## config.mk

```make
export PLATFORM = sky130hd
export DESIGN_NAME = branch_exec_unit
export DESIGN_NICKNAME = d
export VERILOG_FILES = /design/src/rtl/branch_exec_unit.sv
export SDC_FILE = /design/constraint.sdc
export NUM_CORES = 1
export LEC_CHECK = 0
export BUFFER_PORTS_ARGS = -buffer_cell sky130_fd_sc_hd__buf_2
export CAP_MARGIN = 25
export CORE_ASPECT_RATIO = 1.25
export CORE_UTILIZATION = 55
export CTS_CLUSTER_DIAMETER = 100
export DETAILED_ROUTE_END_ITERATION = 6
export HOLD_SLACK_MARGIN = 0.02
export PLACE_DENSITY = 0.8
export SYNTH_ARGS = -nofsm -noshare
export SYNTH_HDL_FRONTEND = slang
export SYNTH_SLANG_ARGS = --single-unit
```

## constraint.sdc

```tcl
create_clock -name clk -period 4.9 [get_ports clk]
set_clock_uncertainty 0.2 [all_clocks]
set_input_delay 1.47 -clock clk [delete_from_list [all_inputs] [get_ports clk]]
set_output_delay 1.47 -clock clk [all_outputs]
set_load 0.02 [all_outputs]
```

## src/rtl/branch_exec_unit.sv

```systemverilog
// Branch execution unit: captures an issued branch (R), resolves direction and
// next PC, and holds the resolved result (W) until the CDB grants a broadcast.
module branch_exec_unit #(
  parameter int WIDTH   = 31,
  parameter int ROB     = 2,
  parameter int C_WIDTH = 7
) (
  input  logic                clk,
  input  logic                globalReset,
  input  logic                clear,
  input  logic                validCommit,
  input  logic                issueValid,
  output logic                ready,
  input  logic [ROB:0]        instrRob,
  input  logic [C_WIDTH:0]    instrInfo,
  input  logic signed [WIDTH:0] src1,
  input  logic signed [WIDTH:0] src2,
  input  logic [WIDTH:0]      predictedAddress,
  input  logic [WIDTH:0]      targetAddress,
  input  logic [WIDTH:0]      branchResult,
  input  logic                cdbGrant,
  output logic                cdbReq,
  output logic                validBroadcast,
  output logic [ROB:0]        robEntry,
  output logic [WIDTH:0]      result,
  output logic                mispredict,
  output logic [WIDTH:0]      correctPC,
  output logic                taken,
  output logic [15:0]         branchCount,
  output logic [15:0]         mispredictCount
);

  logic                 r_rValid;
  logic [ROB:0]         r_rRob;
  logic [C_WIDTH:0]     r_rInfo;
  logic signed [WIDTH:0] r_rSrc1;
  logic signed [WIDTH:0] r_rSrc2;
  logic [WIDTH:0]       r_rPred;
  logic [WIDTH:0]       r_rTarget;
  logic [WIDTH:0]       r_rSeq;

  logic                 r_wValid;
  logic [ROB:0]         r_wRob;
  logic [WIDTH:0]       r_wResult;
  logic [WIDTH:0]       r_wCorrectPC;
  logic                 r_wTaken;
  logic                 r_wMispredict;

  logic [15:0]          r_branchCount;
  logic [15:0]          r_mispredictCount;

  logic                 w_wAdvance;
  logic                 w_accept;
  logic                 w_flush;
  logic                 w_cond;
  logic                 w_taken;
  logic [WIDTH:0]       w_correctPC;
  logic [WIDTH:0]       w_result;
  logic                 w_mispredict;
  logic [WIDTH:0]       w_jalrSum;
  logic                 w_unused;

  assign w_wAdvance = !r_wValid || (cdbReq && cdbGrant);
  assign ready      = !r_rValid || w_wAdvance;
  assign w_accept   = issueValid && ready;
  assign w_flush    = clear && validCommit;
  assign w_jalrSum  = r_rSrc1 + r_rTarget;
  assign w_unused   = ^r_rInfo[C_WIDTH:6];

  always_comb begin
    w_cond = 1'b0;
    case (r_rInfo[2:0])
      3'b000:  w_cond = (r_rSrc1 == r_rSrc2);
      3'b001:  w_cond = (r_rSrc1 != r_rSrc2);
      3'b100:  w_cond = (r_rSrc1 < r_rSrc2);
      3'b101:  w_cond = (r_rSrc1 >= r_rSrc2);
      3'b110:  w_cond = ($unsigned(r_rSrc1) < $unsigned(r_rSrc2));
      3'b111:  w_cond = ($unsigned(r_rSrc1) >= $unsigned(r_rSrc2));
      default: w_cond = 1'b0;
    endcase
  end

  // JALR wins over JAL over conditional if several kind bits are set at once.
  always_comb begin
    w_taken     = 1'b0;
    w_correctPC = r_rSeq;
    w_result    = '0;
    if (r_rInfo[4]) begin
      w_taken     = 1'b1;
      w_correctPC = {w_jalrSum[WIDTH:1], 1'b0};
      w_result    = r_rSeq;
    end else if (r_rInfo[3]) begin
      w_taken     = 1'b1;
      w_correctPC = r_rTarget;
      w_result    = r_rSeq;
    end else if (r_rInfo[5]) begin
      w_taken     = w_cond;
      w_correctPC = w_cond ? r_rTarget : r_rSeq;
    end
  end

  assign w_mispredict = (w_correctPC != r_rPred);

  always_ff @(posedge clk) begin
    if (globalReset) begin
      r_rValid      <= 1'b0;
      r_rRob        <= '0;
      r_rInfo       <= '0;
      r_rSrc1       <= '0;
      r_rSrc2       <= '0;
      r_rPred       <= '0;
      r_rTarget     <= '0;
      r_rSeq        <= '0;
      r_wValid      <= 1'b0;
      r_wRob        <= '0;
      r_wResult     <= '0;
      r_wCorrectPC  <= '0;
      r_wTaken      <= 1'b0;
      r_wMispredict <= 1'b0;
    end else if (w_flush) begin
      r_rValid <= 1'b0;
      r_wValid <= 1'b0;
    end else begin
      if (w_wAdvance) begin
        r_wValid <= r_rValid;
        if (r_rValid) begin
          r_wRob        <= r_rRob;
          r_wResult     <= w_result;
          r_wCorrectPC  <= w_correctPC;
          r_wTaken      <= w_taken;
          r_wMispredict <= w_mispredict;
        end
      end
      if (w_accept) begin
        r_rValid  <= 1'b1;
        r_rRob    <= instrRob;
        r_rInfo   <= instrInfo;
        r_rSrc1   <= src1;
        r_rSrc2   <= src2;
        r_rPred   <= predictedAddress;
        r_rTarget <= targetAddress;
        r_rSeq    <= branchResult;
      end else if (r_rValid && w_wAdvance) begin
        r_rValid <= 1'b0;
      end
    end
  end

  // Statistics count broadcasts even in a flush cycle; they saturate rather than wrap.
  always_ff @(posedge clk) begin
    if (globalReset) begin
      r_branchCount     <= '0;
      r_mispredictCount <= '0;
    end else if (validBroadcast) begin
      if (r_branchCount != 16'hFFFF) r_branchCount <= r_branchCount + 16'd1;
      if (mispredict && r_mispredictCount != 16'hFFFF)
        r_mispredictCount <= r_mispredictCount + 16'd1;
    end
  end

  assign cdbReq          = r_wValid;
  assign validBroadcast  = cdbReq && cdbGrant;
  assign robEntry        = r_wRob;
  assign result          = r_wResult;
  assign correctPC       = r_wCorrectPC;
  assign taken           = r_wTaken;
  assign mispredict      = r_wMispredict && validBroadcast;
  assign branchCount     = r_branchCount;
  assign mispredictCount = r_mispredictCount;

endmodule

```

=== Word level (Yosys, flattened, before mapping) ===
Cells that the tools add are included.

* Register bits after elaboration: 272
* Bits in latches: 0
* Memory bits (writable): 0
* Memory bits (read-only): 0
* Input bits: 177
* Logic and storage cells: 63
* Memories kept: 0

* $add $sub $neg: 3
* Multiply operators: 0
* Div/mod/pow operators: 0
* $lt $le $gt $ge: 4
* Eq/ne operators: 10
* Shift operators: 0
* Muxes and demuxes: 12
* Bitwise operators: 1
* Reductions and logical operators: 17

{| class="wikitable"
|+ Operators by type and width
! operator !! count
|-
| $mux W32 || 6
|-
| $ge A32 B32 Y1 || 2
|-
| $lt A32 B32 Y1 || 2
|-
| $ne A32 B32 Y1 || 2
|-
| $add A16 B1 Y16 const B || 2
|-
| $add A32 B32 Y32 || 1
|-
| $eq A32 B32 Y1 || 1
|-
| $ne A16 B16 Y1 const B || 2
|-
| $eq A3 B3 Y1 const B || 4
|-
| $logic_and A1 B1 Y1 || 6
|-
| $pmux W1 S6 || 1
|-
| $reduce_and A2 Y1 || 3
|-
| $mux W1 || 5
|-
| $eq A3 B1 Y1 const B || 1
|-
| $logic_not A3 Y1 || 1
|-
| $reduce_and A3 Y1 || 1
|-
| $logic_not A1 Y1 || 2
|-
| $logic_or A1 B1 Y1 || 2
|-
| $reduce_bool A2 Y1 || 1
|-
| $reduce_or A2 Y1 || 1
|-
| $not A1 Y1 || 1
|}

=== Depth between registers and ports, before layout ===
* Depth after elaboration: 7
* Mapped depth: 17
* Gate-level depth less buffers: 16

=== Worst setup path before layout ===
Ideal clock, no wire load.

* Kind: reg2reg
* Start point: register r_rSrc2[7]
* End point: register r_wMispredict
* Arrival time: 3.866 ns
* Path slack: 0.704 ns
* Cell stages (with the launch flop): 16
* Path buffers: 0
* Clock period less this slack: 4.196 ns
* Cells stage by stage: dfxtp_1 inv_1 ha_1 a21oi_2 o21ai_1 a221o_1 o31a_1 a311oi_4 mux2i_1 nand2_2 a221o_1 a211oi_2 nand4_1 or4_1 a2111oi_1 a31oi_1

* Longest elaborated chain between the ends: 7
* Elaborated cells between the ends (all ways): 12

{| class="wikitable"
|+ Ends and longest elaborated chain
! element !! RTL line !! source
|-
| start: declaration || 37 || <nowiki>logic signed [WIDTH:0] r_rSrc2;</nowiki>
|-
| start signal: assignment || 139 || <nowiki>r_rSrc2 <= src2;</nowiki>
|-
| $ge A32 B32 Y1, or another cell as far along || 78 || <nowiki>3'b111: w_cond = ($unsigned(r_rSrc1) >= $unsigned(r_rSrc2));</nowiki>
|-
| $pmux W1 S6 (*) || 72 || <nowiki>case (r_rInfo[2:0])</nowiki>
|-
| $mux W32 (*) || 98 || <nowiki>w_correctPC = w_cond ? r_rTarget : r_rSeq;</nowiki>
|-
| $mux W32 (*) || 96 || <nowiki>end else if (r_rInfo[5]) begin</nowiki>
|-
| $mux W32 (*) || 92 || <nowiki>end else if (r_rInfo[3]) begin</nowiki>
|-
| $mux W32 (*) || 88 || <nowiki>if (r_rInfo[4]) begin</nowiki>
|-
| $ne A32 B32 Y1 (*) || 102 || <nowiki>assign w_mispredict = (w_correctPC != r_rPred);</nowiki>
|-
| end signal: assignment || 131 || <nowiki>r_wMispredict <= w_mispredict;</nowiki>
|-
| end: declaration || 47 || <nowiki>logic r_wMispredict;</nowiki>
|}

Mark *: on every way between the ends. The rest lies on a longest branch, timed or not.
A chain may end at the register's enable or synchronous reset.

=== Worst setup path after layout ===
* Start point: register r_rSrc2[15]
* End point: register r_wMispredict

Same word-level chain as after synthesis.

==> impl_metrics.csv <==
group,metric,value,unit
floorplanning,fp-row-count,64,
placement,dp_hpwl,32.5,mm
setup_path,critPathKind,"register to register",
timing,setup_tns,0,ns
logic_synthesis,synth_flop_cell,"dfxtp_1",
cells_and_area,instances_no_fill,2460,
global_route,grt_max_degree,170,
setup_path,crit_fanout,6,
logic_synthesis,synth-async-reset-ratio,0,%
setup_path,path_cells,"inv_1, ha_1, nand4_1, nor2_1, a221o_1, o31a_1, a311oi_4, mux2_4, nor2_4, mux2i_2, buf_4, nor2_1, a2bb2oi_1, or4b_4, a2111oi_4, a31oi_1",
logic_synthesis,synth-edff-count,0,
placement,gp_congestion,0.959,
placement,place_area,0.0157,mm2
placement,placedCellCount,2402,
drt,drc,0,
clock_network,cts_buffer_depth,3,
placement,pre_cts_slack,-0.0955,ns
clock_network,clkLatencyLatePin,0.54,ns
clock_network,numCtsBuffers,26,
global_route,antenna_found_initial,2,
timing,min_period_over_period,95.8,%
logic_synthesis,syn-num-nets,2101,
setup_path,cp.arrival,4.91,ns
cells_and_area,final_area,0.0168,mm2
setup_path,r2r-start,"r_rSrc2[15]",
clock_network,cts_root_buf,"clkbuf_16",
logic_synthesis,seq_area_frac_synth,39.1,%
timing,worstMarginPinSlew,0.962,ns
global_route,grt_usage,33.0,%
setup_path,crit_buf_inv,2,
logic_synthesis,synth.distinct_cells,77,
worst_hold_path,min_path_type,"register to register",
floorplanning,design.die.area,0.0260,mm2
setup_path,critPathSlowestCell,"or4b_4",
setup_path,end_kind,"register",
logic_synthesis,netlist_instances,1859,
drt,avgRoutedWirePerCell,17.8,um
drt,wirelength,43.8,mm
floorplanning,core,0.0247,mm2
logic_synthesis,ys_ff_latch,272,
clock_network,ctsHtreeMaxLevel,1,
logic_synthesis,netlist_area,0.0139,mm2
placement,portBuffers,278,
drt,initialDrtViolationCount,1107,
clock_network,holdBufCountCts,0,
setup_path,path_delay_family,"compound AO/OA/AOI/OAI gates",
drt,ant_nets,0,
outcome,status,"finished, final reports clean",
cells_and_area,multi_input_area,0.00789,mm2
cells_and_area,utilization,68.0,%
clock_network,clkTransAtPathRegs,0.06,ns
clock_network,clock-sinks,272,
logic_synthesis,syn_avg_cell_area,7.50,um2
global_route,grt_pass1_wl,68.1,mm
drt,vias,14100,
pwr,ir_drop,259,uV
floorplanning,die-height,180,um
timing,period_minus_slack,4.69,ns
setup_path,start_kind,"register",
cells_and_area,nets,2352,
global_route,grt_pass1_vias,13200,
floorplanning,initial_core_util,56.5,%
cells_and_area,register_area,0.00545,mm2
floorplanning,die_w,144,um
setup_path,required,5.11,ns
timing,finalSetupViolations,0,
logic_synthesis,synth.top_cell.area_share,39.1,%
setup_path,slowest_delay,0.59,ns
timing,setup_ws,0.207,ns
global_route,grt_overflow,0,
pwr,p_leak,7.12,nW
setup_path,cp_common_cell,"nor2_1",
drt,via_per_inst,5.75,
timing,timing.slew.headroom,35.9,%
worst_hold_path,holdCritStartpoint,"result[23]",
cells_and_area,area_growth,20.4,%
logic_synthesis,yosys-top-cells-count,"508 x nand2_1, 303 x a21oi_1, 272 x dfxtp_1",
cells_and_area,n_fill_cell,2154,
cells_and_area,drive_gt1_share,18.9,%
logic_synthesis,synth_area_leaders,"dfxtp_1 39%, nand2_1 14%, a21oi_1 11%",
timing,hold_viol_final,0,
flow_run,maxCapViolCount,0,
setup_path,crit_start,"r_rSrc2[15]",
floorplanning,pin_count,281,
drt,drt_pass1_iterations,5,
logic_synthesis,ys.warnings.count,0,
logic_synthesis,yosysMostFrequentCell,"nand2_1",
logic_synthesis,synth_top_cell_by_area,"dfxtp_1",
timing,rsz0062_at_grt,"false",
pwr,cellPowerDensity,316,mW/mm2
timing,fmax,213,MHz
clock_network,tritoncts,"yes",
timing,drv_slew,0,
==> cells in the final DEF, fill, tap and decap left out, types with 6 or more instances in the layout <==
cell type and instances:
buf_2 277, a211oi_1 13, a21o_1 15, o21ai_0 39
nand4_1 22, xor2_1 41, nand3_1 61, a221oi_1 6
nor2b_1 9, nand2_1 508, clkbuf_1 8, or3_1 7
nor3_1 13, inv_1 76, clkbuf_16 27, o211ai_1 22
mux2i_1 9, a31oi_1 9, dfxtp_1 271, clkbuf_8 7
o31ai_1 6, o22ai_1 8, nor2_1 89, ha_1 63
a21oi_1 303, buf_4 46, and3_1 11, xnor2_1 36
==> state kept, by name (all words and copies together), names as in the netlist <==
signal and flops:
branchCount 16, correctPC 32, r_rSeq 32, r_rPred 32, cdbReq 1, r_rInfo 6, r_rTarget 32, mispredictCount 16
r_rSrc2 32, r_rSrc1 32, r_rRob 3, result 32, r_wMispredict 1, r_rValid 1, taken 1, robEntry 3
==> layout make-up <==
cell class,instances,share of cell area [%]
multi-input cells,1402,47.0
flip-flops and latches,272,32.5
repair buffers,331,11.2
clock buffers,40,4.55
well taps,330,2.46
inverters,77,1.72
clock inverters,6,0.544
diodes,2,0.0298
==> where the power goes <==
part / internal [mW] / total [mW] / switching (mW)
clock network: 1.17 / 2.01 / 0.839
registers: 2.30 / 2.41 / 0.106
logic: 0.355 / 0.887 / 0.532
total: 3.83 / 5.31 / 1.48
==> path summary, 6_finish.rpt <==
path,slack [ns],depth (start not counted),end
max,0.21,16,r_wMispredict
min,0.25,2,result[23]
max reg2reg,0.21,16,r_wMispredict
min reg2reg,0.25,2,result[23]
==> logic make-up (layout without fill, tap and decap cells) <==
| group | after synthesis | count (layout) | synth area share (%) |
|---|---|---|---|
| buffers and inverters | 185 | 454 | 5.10 |
| adders and majority gates | 65 | 65 | 5.89 |
| DFF | 272 | 272 | 39.1 |
| other | 0 | 2 | 0 |
| AOI/OAI and AO/OA | 492 | 492 | 21.1 |
| muxes | 18 | 18 | 1.38 |
| xor gates and xnor gates | 79 | 79 | 5.06 |
| and+or+nand+nor | 748 | 748 | 22.4 |
==> stage by stage <==
stage	power [mW]	hold WS [ns]
finish	5.31	0.249
global route	5.52	0.269
CTS	5.29	0.250
detailed placement	3.29	0.242
global placement	3.26	0.234
floorplan	2.97	0.232
==> routing by layer <==
metal / wire, um / vias up / track usage, %
met5: 0 / - / 0
met4: 1510 / 0 / 12.2
met2: 20600 / 617 / 53.8
met3: 3050 / 90 / 3.62
li1: - / 6868 / -
met1: 18700 / 6567 / 44.5
==> what timing repair did <==
item                                    4_1_cts  5_1_grt
gates cloned                                  0        1
gates resized for setup                       2       14
buffers inserted                              0       10
pin swaps                                     0        7
endpoints found under the setup margin        1        1
hold endpoints to repair                      0        0
==> worst min-delay path: cells and delay by family, from the launching register on <==
kind	cells	cell delay, ns
AO/OA/AOI/OAI	1	0.05
flip-flops	1	0.30
AND/OR/NAND/NOR	1	0.05
(Power assumes the default switching activity.)
